<file path="config.mk">
export PLATFORM = sky130hd
export DESIGN_NAME = ifu_flat
export DESIGN_NICKNAME = d
export VERILOG_FILES = /design/src/rtl/ifu_if.sv /design/src/rtl/ifu.sv /design/src/flat_wrapper.sv
export SDC_FILE = /design/constraint.sdc
export NUM_CORES = 1
export LEC_CHECK = 0
export ABC_CLOCK_PERIOD_IN_PS = 4770
export BUFFER_PORTS_ARGS = -buffer_cell sky130_fd_sc_hd__buf_2
export CORE_ASPECT_RATIO = 0.6
export CORE_UTILIZATION = 40
export DETAILED_ROUTE_END_ITERATION = 12
export GPL_ROUTABILITY_DRIVEN = 0
export GPL_TIMING_DRIVEN = 0
export PLACE_DENSITY = 0.74
export SLEW_MARGIN = 10
export SYNTH_ARGS = -nofsm -noshare
export SYNTH_HDL_FRONTEND = slang
export SYNTH_SLANG_ARGS = --single-unit
export TNS_END_PERCENT = 20
</file>
<file path="constraint.sdc">
create_clock -name clock -period 4.77 [get_ports clock]
set_input_delay 1.1925 -clock clock [delete_from_list [all_inputs] [get_ports clock]]
set_output_delay 1.1925 -clock clock [all_outputs]
set_load 0.05 [all_outputs]
</file>
<file path="src/rtl/ifu_if.sv">
// Instruction-memory fetch bus: valid/ready request, valid-qualified response.
interface ifu_if;
    localparam int unsigned XLEN = 32;

    logic            mem_req_valid;
    logic            mem_req_ready;
    logic [XLEN-1:0] mem_addr;
    logic            mem_resp_valid;
    logic            mem_resp_err;
    logic [XLEN-1:0] mem_rdata;

    modport master (
        output mem_req_valid,
        output mem_addr,
        input  mem_req_ready,
        input  mem_resp_valid,
        input  mem_resp_err,
        input  mem_rdata
    );

    modport slave (
        input  mem_req_valid,
        input  mem_addr,
        output mem_req_ready,
        output mem_resp_valid,
        output mem_resp_err,
        output mem_rdata
    );
endinterface

</file>
<file path="src/rtl/ifu.sv">
// Instruction fetch unit: single outstanding fetch, PC advanced only by the
// retire path, sticky fault on bus error or misaligned next PC.
module ifu #(
    parameter logic [31:0] RESET_PC = 32'h8000_0000
) (
    input  logic         clock,
    input  logic         reset_n,
    ifu_if.master        mem,
    output logic         inst_valid,
    output logic [31:0]  inst,
    output logic [31:0]  pc,
    input  logic         pc_next_valid,
    input  logic [31:0]  pc_next,
    output logic         fault,
    output logic [31:0]  fetch_cnt
);
    localparam int unsigned XLEN     = 32;
    localparam logic [XLEN-1:0] NOP  = XLEN'(32'h0000_0013);

    typedef enum logic [1:0] {
        S_REQ   = 2'd0,
        S_WAIT  = 2'd1,
        S_HOLD  = 2'd2,
        S_FAULT = 2'd3
    } state_t;

    state_t          state_q;
    state_t          state_nx;
    logic [XLEN-1:0] pc_nx;
    logic [XLEN-1:0] inst_nx;
    logic [XLEN-1:0] cnt_nx;
    logic            req_valid_q;

    assign mem.mem_req_valid = req_valid_q;
    assign mem.mem_addr      = pc;

    // State register
    always_ff @(posedge clock) begin
        if (!reset_n) begin
            state_q <= S_REQ;
        end else begin
            state_q <= state_nx;
        end
    end

    // Next-state and datapath update selection
    always_comb begin
        state_nx = state_q;
        pc_nx    = pc;
        inst_nx  = inst;
        cnt_nx   = fetch_cnt;
        case (state_q)
            S_REQ: begin
                if (mem.mem_req_ready) begin
                    state_nx = S_WAIT;
                end
            end
            S_WAIT: begin
                if (mem.mem_resp_valid) begin
                    if (mem.mem_resp_err) begin
                        state_nx = S_FAULT;
                    end else begin
                        inst_nx  = mem.mem_rdata;
                        cnt_nx   = fetch_cnt + XLEN'(1);
                        state_nx = S_HOLD;
                    end
                end
            end
            S_HOLD: begin
                if (pc_next_valid) begin
                    pc_nx    = pc_next;
                    state_nx = (pc_next[1:0] == 2'b00) ? S_REQ : S_FAULT;
                end
            end
            S_FAULT: begin
                state_nx = S_FAULT;
            end
            default: begin
                state_nx = S_FAULT;
            end
        endcase
    end

    // Datapath registers; handshake flags are registered decodes of the next state
    always_ff @(posedge clock) begin
        if (!reset_n) begin
            pc          <= RESET_PC;
            inst        <= NOP;
            fetch_cnt   <= '0;
            req_valid_q <= 1'b1;
            inst_valid  <= 1'b0;
            fault       <= 1'b0;
        end else begin
            pc          <= pc_nx;
            inst        <= inst_nx;
            fetch_cnt   <= cnt_nx;
            req_valid_q <= (state_nx == S_REQ);
            inst_valid  <= (state_nx == S_HOLD);
            fault       <= (state_nx == S_FAULT);
        end
    end
endmodule

</file>
<file path="src/flat_wrapper.sv">
// flat-port wrapper written by rule: the top's interface ports become plain ports
module ifu_flat 
#(
    parameter logic [31:0] RESET_PC = 32'h8000_0000
)
  (clock, reset_n, inst_valid, inst, pc, pc_next_valid, pc_next, fault, fetch_cnt, mem_mem_req_valid, mem_mem_addr, mem_mem_req_ready, mem_mem_resp_valid, mem_mem_resp_err, mem_mem_rdata);
  ifu_if mem_i ();
  input  logic clock;
  input  logic reset_n;
  output logic inst_valid;
  output logic [31:0] inst;
  output logic [31:0] pc;
  input  logic pc_next_valid;
  input  logic [31:0] pc_next;
  output logic fault;
  output logic [31:0] fetch_cnt;
  output wire logic [$bits(mem_i.mem_req_valid)-1:0] mem_mem_req_valid;
  output wire logic [$bits(mem_i.mem_addr)-1:0] mem_mem_addr;
  input wire logic [$bits(mem_i.mem_req_ready)-1:0] mem_mem_req_ready;
  input wire logic [$bits(mem_i.mem_resp_valid)-1:0] mem_mem_resp_valid;
  input wire logic [$bits(mem_i.mem_resp_err)-1:0] mem_mem_resp_err;
  input wire logic [$bits(mem_i.mem_rdata)-1:0] mem_mem_rdata;
  assign mem_mem_req_valid = mem_i.mem_req_valid;
  assign mem_mem_addr = mem_i.mem_addr;
  assign mem_i.mem_req_ready = mem_mem_req_ready;
  assign mem_i.mem_resp_valid = mem_mem_resp_valid;
  assign mem_i.mem_resp_err = mem_mem_resp_err;
  assign mem_i.mem_rdata = mem_mem_rdata;
  ifu #(.RESET_PC(RESET_PC)) u_core (.clock(clock), .reset_n(reset_n), .mem(mem_i), .inst_valid(inst_valid), .inst(inst), .pc(pc), .pc_next_valid(pc_next_valid), .pc_next(pc_next), .fault(fault), .fetch_cnt(fetch_cnt));
endmodule
</file>
Word level (Yosys, flattened, before mapping)

Index checks and enable logic that the tools add are counted.
Widths: inputs -> output; s select.

Register bits after elaboration: 101
Bits in writable memories: 0
Memories: 0
Bits in read-only memories: 0
Logic and storage cells: 25
Output and inout bits: 131
Bits in latches: 0

Bitwise gates (word level): 1
Add/subtract/negate cells: 1
Shift-type cells: 0
Eq/ne operators: 5
Multiply operators: 0
Muxes and demuxes: 6
Magnitude comparators: 0
Reductions and logical operators: 5
Div/mod/pow operators: 0

Operator list:

| operator              | number |
|---|---|
| $add 32x1->32 const B | 1 |
| $eq 2x2->1 const B    | 4 |
| $mux 2                | 4 |
| $pmux 2 s4            | 1 |
| $logic_not 2->1       | 3 |
| $reduce_and 3->1      | 1 |
| $eq 2x1->1 const B    | 1 |
| $reduce_and 2->1      | 1 |
| $mux 1                | 1 |
| $not 1->1             | 1 |

Logic depth before layout (Yosys ltp)

Gate-level depths: netlist (run 1).

Word-level depth: 5
Depth in mapped cells: 7

Least setup slack after synthesis (run 1)

OpenSTA, ideal clock, no wires.

Path kind: input to register
Start point: input mem_mem_resp_err
End point: register u_core.fetch_cnt[26]
Arrival time: 2.635 ns
Required time: 4.700 ns
Setup slack: 2.064 ns
Cell stages on the path: 6
Library setup time: 0.070 ns
Path through: and4bb_2 -> nand4_1 -> or3_1 -> buf_2 -> or3_1 -> a21oi_1

Cells in the longest elaborated chain, start to end: 2

Ends and longest elaborated chain:

| item                       | line               | RTL |
|---|---|---|
| start, declared            | flat_wrapper.sv:21 | `input wire logic [$bits(mem_i.mem_resp_err)-1:0] mem_mem_resp_err;` |
| $not 1->1 (no line)        | n/a                |  |
| $reduce_and 3->1 (no line) | n/a                |  |
| end signal, assigned       | ifu.sv:96          | `fetch_cnt <= cnt_nx;` |
| end, declared              | ifu.sv:15          | `output logic [31:0] fetch_cnt` |

Every way passes these cells.
A chain may end at the register's enable or synchronous reset.

Final worst setup path (run 1)

Start point: input mem_mem_resp_err
End point: register u_core.fetch_cnt[28]

The elaborated chain is that of the path after synthesis.

==> results of run 1 <==
[registers in the layout, indices dropped and copies added (netlist names)]
| signal | count |
|---|---|
| u_core.mem.mem_req_valid | 1 |
| u_core.inst | 32 |
| u_core.state_q | 2 |
| u_core.mem.mem_addr | 32 |
| u_core.inst_valid | 1 |
| u_core.fault | 1 |
| u_core.fetch_cnt | 32 |
[area by class of cell]
cell class	count	area, um^2
Fill cell	883	3960
Sequential cell	101	2020
Multi-Input combinational cell	336	1650
Timing Repair Buffer	200	1000
Buffer	59	343
Clock buffer	11	233
Tap cell	130	163
Clock inverter	4	97.6
Inverter	8	30.0
[report_power, final]
| part | total (uW) | switching [uW] | internal [uW] |
|---|---|---|---|
| logic | 197 | 139 | 58.4 |
| clock network | 806 | 296 | 510 |
| registers | 872 | 11.1 | 861 |
[worst max-delay path by stage]
| stage | cells after the start | slack, ns | end |
|---|---|---|---|
| after floorplan | 6 | 2.06 | u_core.fetch_cnt[26]$_SDFFE_PN0P_ |
| after global placement | 6 | 1.73 | u_core.fetch_cnt[31]$_SDFFE_PN0P_ |
| after detailed placement | 6 | 1.68 | u_core.fetch_cnt[31]$_SDFFE_PN0P_ |
| after CTS | 6 | 2.04 | u_core.fetch_cnt[31]$_SDFFE_PN0P_ |
| after global routing | 7 | 1.88 | u_core.fetch_cnt[28]$_SDFFE_PN0P_ |
| final | 7 | 2.03 | u_core.fetch_cnt[28]$_SDFFE_PN0P_ |
[worst min-delay path: cells and delay by family (launching register included)]
family	cells	cell delay, ns
DFF	1	0.31
and+or+nand+nor	1	0.05
AOI/OAI and AO/OA	1	0.05
[cells in the mapped netlist]
| cell | count | area share, % |
|---|---|---|
| nand3_2 | 2 | 0.50 |
| and4_2 | 1 | 0.25 |
| nand4_1 | 6 | 0.93 |
| or4_1 | 1 | 0.19 |
| xor2_1 | 3 | 0.65 |
| nor3_1 | 8 | 0.99 |
| and4bb_2 | 1 | 0.31 |
| nor4_1 | 7 | 1.1 |
| o22ai_1 | 1 | 0.15 |
| inv_1 | 8 | 0.74 |
| and2_1 | 4 | 0.62 |
| and4_1 | 3 | 0.65 |
| o21ai_0 | 9 | 1.1 |
| and3_1 | 2 | 0.31 |
| nand3_1 | 13 | 1.6 |
| or3_1 | 10 | 1.5 |
| or2_2 | 1 | 0.15 |
| a21oi_1 | 73 | 9.0 |
| nor2_1 | 26 | 2.4 |
| nand2_1 | 142 | 13 |
| buf_4 | 32 | 5.9 |
| buf_2 | 1 | 0.12 |
| ha_1 | 1 | 0.31 |
| xnor2_1 | 19 | 4.1 |
| dfxtp_1 | 101 | 50 |
| nor2b_1 | 2 | 0.31 |
| clkbuf_1 | 26 | 2.4 |
| or3_4 | 1 | 0.28 |
[metrics by stage]
stage | utilization, % | cells | area, um^2 | setup WS (ns) | hold slack, ns
floorplan | - | 504 | 4040 | 2.06 | 0.646
global placement | 54.8 | 834 | 5200 | 1.73 | 0.439
detailed placement | 54.8 | 834 | 5200 | 1.68 | 0.446
CTS | 58.3 | 849 | 5530 | 2.04 | 0.454
global route | 58.3 | 849 | 5530 | 1.88 | 0.467
finish | 58.3 | 849 | 5530 | 2.03 | 0.452
[metal layers]
| metal | up-vias | global-route usage [%] | part of all wire, % |
|---|---|---|---|
| met2 | 147 | 34.6 | 47 |
| met3 | 13 | 6.67 | 7.6 |
| li1 | 2050 | - | - |
| met1 | 1839 | 25.2 | 44 |
| met5 | - | 0 | 0 |
| met4 | 0 | 6.16 | 1.3 |
[cell usage in the layout, fill, tap and decap left out, types with 2 or more instances in the layout]
master	count
nor2_1	26
nor3_1	8
nand3_1	13
nand2_1	142
nor2b_1	2
nor4_1	7
inv_1	8
dfxtp_1	101
and3_1	2
buf_2	201
o21ai_0	9
bufinv_16	3
and2_1	4
nand4_1	6
xnor2_1	19
clkbuf_1	28
buf_4	32
and4_1	3
a21oi_1	73
nand3_2	2
xor2_1	3
clkbuf_16	9
or3_1	10
[cells by family (layout without fill, tap and decap cells)]
group	count (synthesis)	count (layout)	share of synthesized area, %
flops	101	101	50.0
simple gates	230	230	25.3
xor+xnor	22	22	4.77
compound gates	83	83	10.3
buf+inv	67	282	9.23
fa+ha+maj	1	1	0.310
==> flow_metrics.py, run 1 <==
metrics = {
    "status": {
        "outcome": "finished clean",
    },
    "clocking": {
        "cts_buffers": 9,
        "post_cts_resized": 0,
        "cts_root_buf": "clkbuf_16",
        "cts_setup_buffers": 0,
        "cts_hold_buf": 0,
        "ctsLongestPathBuffers": 2,
        "cts_sinks": 101,
        "clkLatencyLatePin_ns": 0.33,
        "cts_tree": "built",
        "path_clk_slew_ns": 0.06,
        "htree_num_levels": 3,
    },
    "timing": {
        "worst_pin_slew_ns": 0.625,
        "finalSetupTns_ns": 0,
        "period_share_pct": 57.5,
        "rsz0062_at_grt": "false",
        "finalHoldViolCount": 0,
        "fin_skew_ns": 0.00859,
        "finalMaxSlewViolations": 0,
        "setup_viol": 0,
        "slew_headroom_pct": 58.3,
        "min_period_ns": 2.74,
        "fmax_ghz": 0.364,
    },
    "global_routing": {
        "grt_pass1_wl_um": 17400,
        "grt_pass1_vias": 3740,
        "grt_max_degree": 16,
        "gr-total-overflow": 0,
        "antenna_found_initial": 0,
        "grt_usage_pct": 20.6,
    },
    "route": {
        "viasPerCell": 4.77,
        "vias": 4049,
        "dr.pass1.iters": 4,
        "routedWlPerCell_um": 12.9,
        "ant_nets": 0,
        "drtIter0Drc": 155,
        "wl_um": 10900,
        "drcViolationCount": 0,
    },
    "finish": {
        "layout.nets": 786,
        "diodes": 0,
        "layout-drive-gt1-share_pct": 35.0,
        "area_delta_synth_final_pct": 37.0,
    },
    "power_and_ir_drop": {
        "p_leak_uw": 0.00251,
        "finalPower_uw": 1880,
        "power_density_nw_per_um2": 339,
        "ir_worst_vdd_mv": 0.185,
    },
    "place": {
        "dp_hpwl_um": 8530,
        "portBuffers": 200,
    },
    "critical_path": {
        "cp_slowest_cell": "or3_1",
        "critPathLaunch": "mem_mem_resp_err",
        "slowest_delay_ns": 0.39,
        "crit_type": "in -> reg",
        "cp.required_ns": 5.02,
        "cp_top_family": "simple AND/OR/NAND/NOR gates",
        "r2r_cells": 7,
        "arrival_ns": 3.00,
        "crit_path_end_kind": "flip-flop",
        "r2r_slack_ns": 2.56,
        "r2r-start": "u_core.fetch_cnt[0]$_SDFFE_PN0P_",
        "worstReg2RegEnd": "u_core.fetch_cnt[28]$_SDFFE_PN0P_",
        "startpoint_type": "primary input",
        "path_cells": "buf_2 > and4bb_2 > nand4_1 > or3_1 > buf_2 > or3_1 > a21oi_1",
        "crit_buf_inv": 2,
        "worstPathMaxFanout": 9,
    },
    "synthesis": {
        "synth.avg_cell_area_um2": 8.02,
        "netlist_area_um2": 4040,
        "synth_fp_nets": 575,
        "ys.warnings.count": 0,
        "synth-seq-cells": 101,
        "syn_inst": 504,
        "ys_types": 28,
        "ys_seq_area_share_pct": 50.0,
    },
    "job": {
        "maxCapViolations": 0,
    },
    "hold_path": {
        "worstHoldStart": "u_core.inst[21]$_SDFFE_PN0P_",
        "min_path_type": "reg -> reg",
        "whs_path_depth": 2,
        "hold_end": "u_core.inst[21]$_SDFFE_PN0P_",
    },
    "die": {
        "ios": 201,
        "start_util_pct": 42.6,
        "dieArea_um2": 10500,
        "dieHeight_um": 79.8,
        "fp.dieW_um": 132,
        "core_um2": 9490,
        "num_rows": 27,
    },
}
Note: power is estimated with default switching activity, not from simulation.
==> run 2, diff against run 1 <==
ABC_CLOCK_PERIOD_IN_PS = 2400   (was 4770)
PLACE_DENSITY = 0.77   (was 0.74)
clock period = 2.4 ns   (was 4.77 ns; I/O delays follow)
==> flow_metrics.py, run 2 (synthesis gave the netlist of run 1 again) <==
metrics = {
    "status": {
        "outcome": "finished clean",
    },
    "route": {
        "drtIter0Drc": 131,
        "drcViolationCount": 0,
        "routedWlPerCell_um": 13.3,
        "viasPerCell": 4.74,
        "vias": 4029,
        "wl_um": 11300,
        "ant_nets": 0,
        "dr.pass1.iters": 4,
    },
    "critical_path": {
        "r2r-start": "u_core.fetch_cnt[0]$_SDFFE_PN0P_",
        "crit_path_end_kind": "flip-flop",
        "cp_slowest_cell": "dfxtp_1",
        "worstPathMaxFanout": 9,
        "cpMostUsedCell": "or3_1",
        "cp.required_ns": 2.66,
        "path_cells": "ha_1 > and2_1 > nand4_1 > or3_1 > buf_2 > or3_1 > a21oi_1",
        "startpoint_type": "flip-flop",
        "slowest_delay_ns": 0.40,
        "critPathLaunch": "u_core.fetch_cnt[0]$_SDFFE_PN0P_",
        "arrival_ns": 2.43,
        "crit_type": "reg -> reg",
    },
    "clocking": {
        "ctsLongestPathBuffers": 2,
        "htree_num_levels": 3,
        "path_clk_slew_ns": 0.07,
        "cts_buffers": 9,
        "cts_root_buf": "clkbuf_16",
        "cts_setup_buffers": 0,
        "cts_sinks": 101,
        "clkLatencyLatePin_ns": 0.33,
        "cts_tree": "built",
        "cts_hold_buf": 0,
        "post_cts_resized": 0,
    },
    "timing": {
        "rsz0062_at_grt": "false",
        "finalSetupTns_ns": 0,
        "slew_headroom_pct": 60.9,
        "finalHoldViolCount": 0,
        "setup_viol": 0,
        "min_period_ns": 2.18,
        "finalMaxSlewViolations": 0,
        "fin_skew_ns": 0.00688,
        "worst_pin_slew_ns": 0.586,
        "period_share_pct": 90.7,
        "fmax_ghz": 0.460,
    },
    "die": {
        "fp.dieW_um": 132,
        "core_um2": 9490,
        "num_rows": 27,
        "dieArea_um2": 10500,
        "ios": 201,
        "dieHeight_um": 79.8,
        "start_util_pct": 42.6,
    },
    "power_and_ir_drop": {
        "ir_worst_vdd_mv": 0.374,
        "p_leak_uw": 0.00249,
        "power_density_nw_per_um2": 646,
    },
    "finish": {
        "final_common_cell": "buf_2",
        "layout-drive-gt1-share_pct": 35.3,
        "diodes": 0,
        "layout_common_cells": "buf_2 (201), nand2_1 (142), dfxtp_1 (101), a21oi_1 (73), buf_4 (32)",
        "layout.nets": 786,
        "fin_area_um2": 5500,
        "area_delta_synth_final_pct": 36.0,
    },
    "hold_path": {
        "worstHoldStart": "u_core.inst[11]$_SDFFE_PN0P_",
        "min_path_type": "reg -> reg",
    },
    "global_routing": {
        "grt_pass1_wl_um": 17600,
        "grt_pass1_vias": 3744,
        "gr-total-overflow": 0,
        "grt_max_degree": 17,
        "antenna_found_initial": 0,
        "grt_usage_pct": 21.3,
    },
    "place": {
        "placed_area_um2": 5200,
        "portBuffers": 200,
        "dp_hpwl_um": 8880,
    },
    "job": {
        "maxCapViolations": 0,
    },
}
-- run 2: changes by cell type in the layout (fill, tap and decap cells not counted) --
cell	previous run	this run
clkinvlp_4	1	2
clkinv_2	0	2
clkinv_4	0	1
clkbuf_1	28	27
bufinv_16	3	1
-- run 2: final timing paths --
check	endpoint	slack, ns	cells past startpoint
hold reg to reg	u_core.inst[11]$_SDFFE_PN0P_	0.46	2
setup reg to reg	u_core.fetch_cnt[30]$_SDFFE_PN0P_	0.22	7
hold / removal	u_core.inst[11]$_SDFFE_PN0P_	0.46	2
setup / recovery	u_core.fetch_cnt[30]$_SDFFE_PN0P_	0.22	7
-- run 2: final cells by class --
class                   instances  area, um^2
plain buffers                  59         343
clock buffers                  10         229
clock inverters                 6        63.8
fillers                       881        4000
inverters                       8        30.0
multi-input cells             336        1650
flip-flops and latches        101        2020
well taps                     130         163
repair buffers                200        1000
-- run 2: through the flow --
step           hold WS, ns  utilization, %  worst slack (ns)  total power [uW]  cells
3_3_place_gp         0.440            54.8           -0.0175              2160    834
4_1_cts              0.458            57.9             0.212              3590    850
2_1_floorplan        0.646               -             0.120              2030    504
3_5_place_dp         0.448            54.8           -0.0699              2170    834
6_report             0.457            57.9             0.224              3550    850
5_1_grt              0.466            57.9            0.0760              3670    850
-- run 2: per-layer routing --
metal | GRT usage [%] | up-vias | wire [um]
li1 | - | 2043 | -
met1 | 25.8 | 1842 | 4940
met2 | 37.3 | 129 | 5560
met3 | 5.14 | 15 | 638
met4 | 6.98 | 0 | 165
met5 | 0 | - | 0
-- run 2: critical path: cells and delay by family (launching register included) --
| kind | cells | cell delay [ns] |
|---|---|---|
| simple gates | 4 | 1.18 |
| flops | 1 | 0.40 |
| compound gates | 1 | 0.15 |
| fa+ha+maj | 1 | 0.19 |
| buf+inv | 1 | 0.18 |
-- run 2: report_power, final --
group / internal (uW) / switching (uW) / total, uW
registers: 1710 / 22.7 / 1730
logic: 116 / 275 / 391
clock network: 807 / 619 / 1430
total: 2630 / 917 / 3550
==> run 3, diff against run 2 <==
CORE_UTILIZATION = 30   (was 40)
PLACE_DENSITY = default   (was 0.77)
PLACE_DENSITY_LB_ADDON = 0.1   (was default)
==> flow_metrics.py, run 3 (synthesis gave the netlist of run 1 again) <==
metrics = {
    "timing": {
        "rsz0062_at_grt": "false",
        "setup_viol": 0,
        "period_share_pct": 90.5,
        "fin_skew_ns": 0.00710,
        "worst_pin_slew_ns": 0.589,
        "finalMaxSlewViolations": 0,
        "min_period_ns": 2.17,
        "slew_headroom_pct": 60.8,
        "fin_hold_ws_ns": 0.454,
        "finalHoldViolCount": 0,
        "fmax_ghz": 0.460,
    },
    "power_and_ir_drop": {
        "p_leak_uw": 0.00250,
        "ir_worst_vdd_mv": 0.398,
        "pwr-share-seq_pct": 48.1,
        "swShare_pct": 25.9,
        "power_density_nw_per_um2": 648,
        "clkPwrFrac_pct": 41.0,
        "p_comb_share_pct": 10.9,
        "internal_power_uw": 2670,
        "p_switching_uw": 933,
        "finalPower_uw": 3610,
    },
    "finish": {
        "final_common_cell": "buf_2",
        "stdcell_count": 891,
        "layout_common_cells": "buf_2 (201), nand2_1 (142), dfxtp_1 (101), a21oi_1 (73), buf_4 (33)",
        "area_delta_synth_final_pct": 37.7,
        "nFillCells": 1365,
        "layout.nets": 787,
        "layout-drive-gt1-share_pct": 35.2,
        "utilization_pct": 42.9,
        "fin_area_um2": 5560,
        "diodes": 0,
    },
    "clocking": {
        "cts_sinks": 101,
        "cts_buffers": 9,
        "ctsLongestPathBuffers": 2,
        "htree_num_levels": 3,
        "cts_hold_buf": 0,
        "clkLatencyLatePin_ns": 0.33,
        "cts_root_buf": "clkbuf_16",
        "post_cts_resized": 0,
        "cts_tree": "built",
        "path_clk_slew_ns": 0.07,
    },
    "critical_path": {
        "cp.required_ns": 2.66,
        "crit_type": "in -> reg",
        "worstPathMaxFanout": 8,
        "crit_path_end_kind": "flip-flop",
        "startpoint_type": "primary input",
        "arrival_ns": 2.44,
    },
    "die": {
        "fp.dieW_um": 152,
        "num_rows": 32,
        "dieHeight_um": 91.9,
        "dieArea_um2": 14000,
        "start_util_pct": 31.1,
        "ios": 201,
        "core_um2": 13000,
    },
    "global_routing": {
        "grt_pass1_wl_um": 18500,
        "antenna_found_initial": 0,
        "gr-total-overflow": 0,
        "grt_max_degree": 17,
        "grt_usage_pct": 16.8,
        "grt_pass1_vias": 3617,
    },
    "place": {
        "placed_area_um2": 5250,
        "portBuffers": 200,
        "dp.cells": 874,
        "dp_hpwl_um": 8970,
    },
    "status": {
        "outcome": "finished clean",
    },
    "route": {
        "drtIter0Drc": 180,
        "dr.pass1.iters": 4,
        "routedWlPerCell_um": 13.1,
        "vias": 3993,
        "drcViolationCount": 0,
        "ant_nets": 0,
        "wl_um": 11700,
        "viasPerCell": 4.48,
    },
    "job": {
        "maxCapViolations": 0,
    },
    "hold_path": {
        "min_path_type": "reg -> reg",
    },
}
## run 3: cell types whose count changed in the layout (fill, tap and decap cells not counted)
cell | before | now
clkinv_2 | 2 | 0
clkbuf_8 | 0 | 1
clkinv_4 | 1 | 2
buf_4 | 32 | 33
clkinvlp_4 | 2 | 0
clkbuf_1 | 27 | 28
inv_6 | 0 | 1
## run 3: power by group through the flow
stage	logic [uW]	registers (uW)	clock network, uW
detailed placement	398	1770	0
finish	394	1730	1480
floorplan	148	1880	0
CTS	399	1730	1530
global route	425	1740	1600
global placement	395	1770	0
## run 3: worst paths after layout
check                                                         end                         start  slack [ns]  cells after the start
worst max-delay path            u_core.fetch_cnt[31]$_SDFFE_PN0P_              mem_mem_resp_err        0.23                      6
worst min-delay path                 u_core.inst[11]$_SDFFE_PN0P_  u_core.inst[11]$_SDFFE_PN0P_        0.45                      2
worst max register to register  u_core.fetch_cnt[31]$_SDFFE_PN0P_  u_core.state_q[1]$_SDFF_PN0_        0.24                      5
worst min register to register       u_core.inst[11]$_SDFFE_PN0P_  u_core.inst[11]$_SDFFE_PN0P_        0.45                      2
## run 3: repair_timing
item / CTS / global route
endpoints found under the setup margin: 0 / 4
hold endpoints to repair: 0 / 0
setup buffers: 0 / 1
## run 3: area by class of cell
class | instances | area [um^2] | share of cell area [%]
Multi-Input combinational cell | 336 | 1650 | 29.6
Sequential cell | 101 | 2020 | 36.3
Inverter | 8 | 30.0 | 0.540
Tap cell | 170 | 213 | 3.82
Clock buffer | 12 | 246 | 4.43
Buffer | 59 | 343 | 6.16
Clock inverter | 4 | 56.3 | 1.01
Timing Repair Buffer | 201 | 1010 | 18.1
## run 3: metrics by stage
| stage | setup slack, ns | TNS (ns) |
|---|---|---|
| after floorplan | 0.120 | 0 |
| after global placement | -0.0930 | -0.465 |
| after detailed placement | -0.127 | -0.651 |
| after CTS | 0.152 | 0 |
| after global routing | 0.129 | 0 |
| final | 0.228 | 0 |
## run 3: metal layers
layer | routed length, um | track usage [%] | share of wire, %
met4 | 123 | 4.08 | 1.1
met2 | 5090 | 25.5 | 43
met5 | 0 | 0 | 0
met1 | 5700 | 22.9 | 49
met3 | 799 | 5.58 | 6.8
## run 3: worst max-delay path, cell delays in order
cell	delay [ns]
buf_2	0.10
and4bb_2	0.38
nand4_1	0.35
or4_1	0.55
or3_1	0.32
a21oi_1	0.14
